===== config.mk =====
export PLATFORM = sky130hd
export DESIGN_NAME = edge_event_tx
export DESIGN_NICKNAME = d
export VERILOG_FILES = /design/src/rtl/edge_tx_pkg.sv /design/src/rtl/edge_event_tx_hold_timer.sv /design/src/rtl/edge_event_tx.sv
export SDC_FILE = /design/constraint.sdc
export NUM_CORES = 1
export LEC_CHECK = 0
export ABC_CLOCK_PERIOD_IN_PS = 2700
export CORE_AREA = 2 2 39 41
export DETAILED_ROUTE_END_ITERATION = 6
export DIE_AREA = 0 0 41 43
export GPL_ROUTABILITY_DRIVEN = 0
export GPL_TIMING_DRIVEN = 0
export PLACE_DENSITY = 0.56
export SLEW_MARGIN = 10
export SYNTH_ARGS = -nofsm -noshare
export SYNTH_HDL_FRONTEND = slang
export SYNTH_HIERARCHICAL = 1
export SYNTH_SLANG_ARGS = --single-unit

===== constraint.sdc =====
create_clock -name clk -period 2.7 [get_ports clk]
set_input_delay 0.81 -clock clk [delete_from_list [all_inputs] [get_ports clk]]
set_output_delay 0.81 -clock clk [all_outputs]
set_load 0.1 [all_outputs]

===== src/rtl/edge_tx_pkg.sv =====
// Shared types and helpers for the two-phase event transmitter.
package edge_tx_pkg;

  typedef enum logic {
    StIdle,
    StHold
  } state_e;

  // Hold timer width: $clog2(hold), never narrower than one bit.
  function automatic int unsigned timer_width(input int unsigned hold);
    return (hold > 1) ? $clog2(hold) : 1;
  endfunction

endpackage


===== src/rtl/edge_event_tx_hold_timer.sv =====
// Loadable down-counter with a zero flag; saturates at zero.
module hold_timer #(
  parameter int unsigned Width = 1
) (
  input  logic             clk,
  input  logic             reset,
  input  logic             load,
  input  logic [Width-1:0] load_val,
  output logic             zero
);

  logic [Width-1:0] cnt_d, cnt_q;

  always_comb begin
    cnt_d = cnt_q;
    if (load) begin
      cnt_d = load_val;
    end else if (cnt_q != '0) begin
      cnt_d = cnt_q - Width'(1);
    end
  end

  always_ff @(posedge clk) begin
    if (reset) begin
      cnt_q <= '0;
    end else begin
      cnt_q <= cnt_d;
    end
  end

  assign zero = (cnt_q == '0);

endmodule


===== src/rtl/edge_event_tx.sv =====
// Two-phase event transmitter: each queued event becomes one transition on tx_line,
// with transitions spaced at least HOLD_CYCLES clocks apart.
module edge_event_tx
  import edge_tx_pkg::*;
#(
  parameter int unsigned HOLD_CYCLES = 2,
  parameter int unsigned CNT_W       = 4
) (
  input  logic             clk,
  input  logic             reset,
  input  logic             ev_valid,
  output logic             ev_ready,
  input  logic             clr_ovf,
  output logic             tx_line,
  output logic [CNT_W-1:0] pending,
  output logic             busy,
  output logic             overflow
);

  localparam logic [CNT_W-1:0] PEND_MAX = {CNT_W{1'b1}};
  localparam int unsigned      TimerW   = timer_width(HOLD_CYCLES);
  localparam logic [TimerW-1:0] HoldLoad = TimerW'(HOLD_CYCLES - 1);

  state_e           state_d, state_q;
  logic             tx_line_d, tx_line_q;
  logic [CNT_W-1:0] pending_d, pending_q;
  logic             overflow_d, overflow_q;

  logic hold_zero;
  logic send_ok;
  logic toggle;
  logic accept;

  hold_timer #(
    .Width (TimerW)
  ) u_hold_timer (
    .clk      (clk),
    .reset    (reset),
    .load     (toggle),
    .load_val (HoldLoad),
    .zero     (hold_zero)
  );

  assign ev_ready = (pending_q != PEND_MAX);
  assign accept   = ev_valid && ev_ready;
  assign send_ok  = (state_q == StIdle) || ((state_q == StHold) && hold_zero);
  // Only registered pending feeds the send decision, so an event never bypasses the queue.
  assign toggle   = send_ok && (pending_q != '0);

  always_comb begin
    state_d    = state_q;
    tx_line_d  = tx_line_q;
    pending_d  = pending_q;
    overflow_d = overflow_q;

    if (toggle) begin
      state_d   = StHold;
      tx_line_d = ~tx_line_q;
    end else if ((state_q == StHold) && hold_zero && (pending_q == '0)) begin
      state_d = StIdle;
    end

    unique case ({accept, toggle})
      2'b10:   pending_d = pending_q + CNT_W'(1);
      2'b01:   pending_d = pending_q - CNT_W'(1);
      default: pending_d = pending_q;
    endcase

    // A dropped request wins over a simultaneous clear.
    if (ev_valid && !ev_ready) begin
      overflow_d = 1'b1;
    end else if (clr_ovf) begin
      overflow_d = 1'b0;
    end
  end

  always_ff @(posedge clk) begin
    if (reset) begin
      state_q    <= StIdle;
      tx_line_q  <= 1'b0;
      pending_q  <= '0;
      overflow_q <= 1'b0;
    end else begin
      state_q    <= state_d;
      tx_line_q  <= tx_line_d;
      pending_q  <= pending_d;
      overflow_q <= overflow_d;
    end
  end

  assign tx_line  = tx_line_q;
  assign pending  = pending_q;
  assign overflow = overflow_q;
  assign busy     = (state_q == StHold) || (pending_q != '0);

endmodule


==> flow_summary.ini <==
[die]
die_x_microns = 41
ioPinCount = 12
chipHeight_microns = 43
dieArea_sq_um = 1763
core_area_sq_um = 1384
num_rows = 14
initial_core_util_pct = 31.19

[timing]
finalSetupViolations = 0
post-route-min-period_ns = 2.600
skew_ns = 0.01517
drv_slew = 0
relSlewSlack_pct = 35.42
max_freq_mhz = 384.7
worst_slew_pin_slew_ns = 0.9657
period_share_pct = 96.28
finalWorstSetupSlack_ns = 0.1003
rsz0062_at_grt = false
hold_viol = 0

[clocking]
cts_buffers = 3
post_cts_buffers = 0
cts_tree = done
cts_sinks = 8
h-tree-depth = 1
ctsResizeCount = 2
clockRootBuffer = clkbuf_4
clk_transition_reported_paths_ns = 0.06
clockBufferDepth = 2
clock_latency_ns = 0.26
cts.hold.buffers_added = 0

[detailed_routing]
wl_microns = 794
drtIter0Drc = 0
viasPerCell = 4.538
drt-pass1-iter-count = 1
postRouteAntennaNets = 0
wl_per_cell_microns = 10.18
drcViolationCount = 0
vias = 354

[synthesis]
synth_area_leaders = dfxtp_1 (37%), ha_1 (8.7%), xor2_1 (6.1%)
post_synth_num_cell_types = 23
syn_area_per_cell_sq_um = 9.184
synth_warnings = 6
synth_cells = 47
syn_nets = 54
yosysTopAreaCellShare_pct = 37.10
yosysSeqAreaShare_pct = 37.10
synth_top_area_cell = dfxtp_1
syn-cell-area_sq_um = 431.7
synth-seq-cells = 8

[worst_setup_path]
cp.buffers_inverters = 1
critPathKind = reg2out
slowest_delay_ns = 1.14
crit_chain = clkdlybuf4s50_1
setup.worst_path.start_class = flop
end_kind = output pin
cp_slowest_cell = clkdlybuf4s50_1
arrival_ns = 1.79
cp_max_fo = 7
cp_top_family = buffers and inverters
worstPathRequired_ns = 1.89

[flow_run]
cap_violations = 0

[cells_and_area]
syn_to_final_growth_pct = 46.38
layout_commonest_cell = clkdlybuf4s50_1
design_area_sq_um = 631.9
nNetsFinal = 70
diodes = 0
drive_above_1_share_pct = 20.97
final_cell_mix = clkdlybuf4s50_1 (9), nor2_1 (5)

[global_route]
grt_pass1_wl_microns = 1455
grt_max_degree = 9
grt_pass1_vias = 353
antenna_found_initial = 0
globalRouteOverflowTotal = 0
grt.total_usage_pct = 12.76

[place]
dp_slack_ns = 0.003242
post_dp_cell_area_sq_um = 608.1
numPortBuffers = 11

[status]
status = complete, no violations

[hold_path]
min_path_type = reg2reg
[state kept, by name (all words and copies together) (netlist names)]
| register | count |
|---|---|
| u_hold_timer/cnt_q | 1 |
| state_q | 1 |
| pending | 4 |
| tx_line | 1 |
| overflow | 1 |
[cell families after synthesis]
group                      Yosys count  synth area share, %
adders and majority gates            3                8.697
other                                1               0.8687
xor gates and xnor gates             4                8.117
muxes                                4                9.855
and+or+nand+nor                     18                23.19
AOI/OAI and AO/OA                    6                9.565
buffers and inverters                3                2.609
DFF                                  8                37.10
[Yosys cell counts, drive strengths merged]
cell type  number
inv             2
nor4            1
ha              3
a21oi           4
nand2b          2
nand2           1
and3b           1
xnor2           1
or3             2
mux2            2
mux2i           2
o32ai           1
dfxtp           8
xor2            3
nor2b           4
buf             1
o21ai           1
conb            1
nor2            5
nand3           1
nand4           1
[layout make-up]
type                    count  area (sq um)
well taps                  16         20.02
fillers                   143         752.0
clock buffers               4         26.28
inverters                   2         7.507
multi-input cells          36         291.5
flip-flops and latches      8         175.2
plain buffers               1         3.754
repair buffers             11         107.6
[layer usage]
layer	track usage [%]	wire, microns	up-vias	part of all wire [%]
met5	0	0	-	0
met3	7.853	57	2	7.2
met2	16.56	351	11	44
li1	-	-	189	-
met4	6.000	10	0	1.3
met1	16.13	374	152	47
[final timing paths]
check                                start  cells past startpoint         end  slack [ns]
worst min register to register     state_q                      2     state_q        0.49
worst max register to register  pending[2]                      9  pending[2]        0.35
worst max-delay path            pending[0]                      1  pending[0]        0.10
worst min-delay path               state_q                      2     state_q        0.49
[metrics by stage]
step / setup TNS, ns / hold WS [ns] / util [%] / instances
floorplan: -1.220 / 0.4599 / - / 47
global placement: 0 / 0.4719 / 43.94 / 74
detailed placement: 0 / 0.4801 / 43.94 / 74
CTS: 0 / 0.4890 / 45.66 / 78
global route: 0 / 0.5436 / 45.66 / 78
finish: 0 / 0.4858 / 45.66 / 78
Power is not shown: default switching activity piles up to over one toggle a cycle in this logic, so the estimate is an artifact.
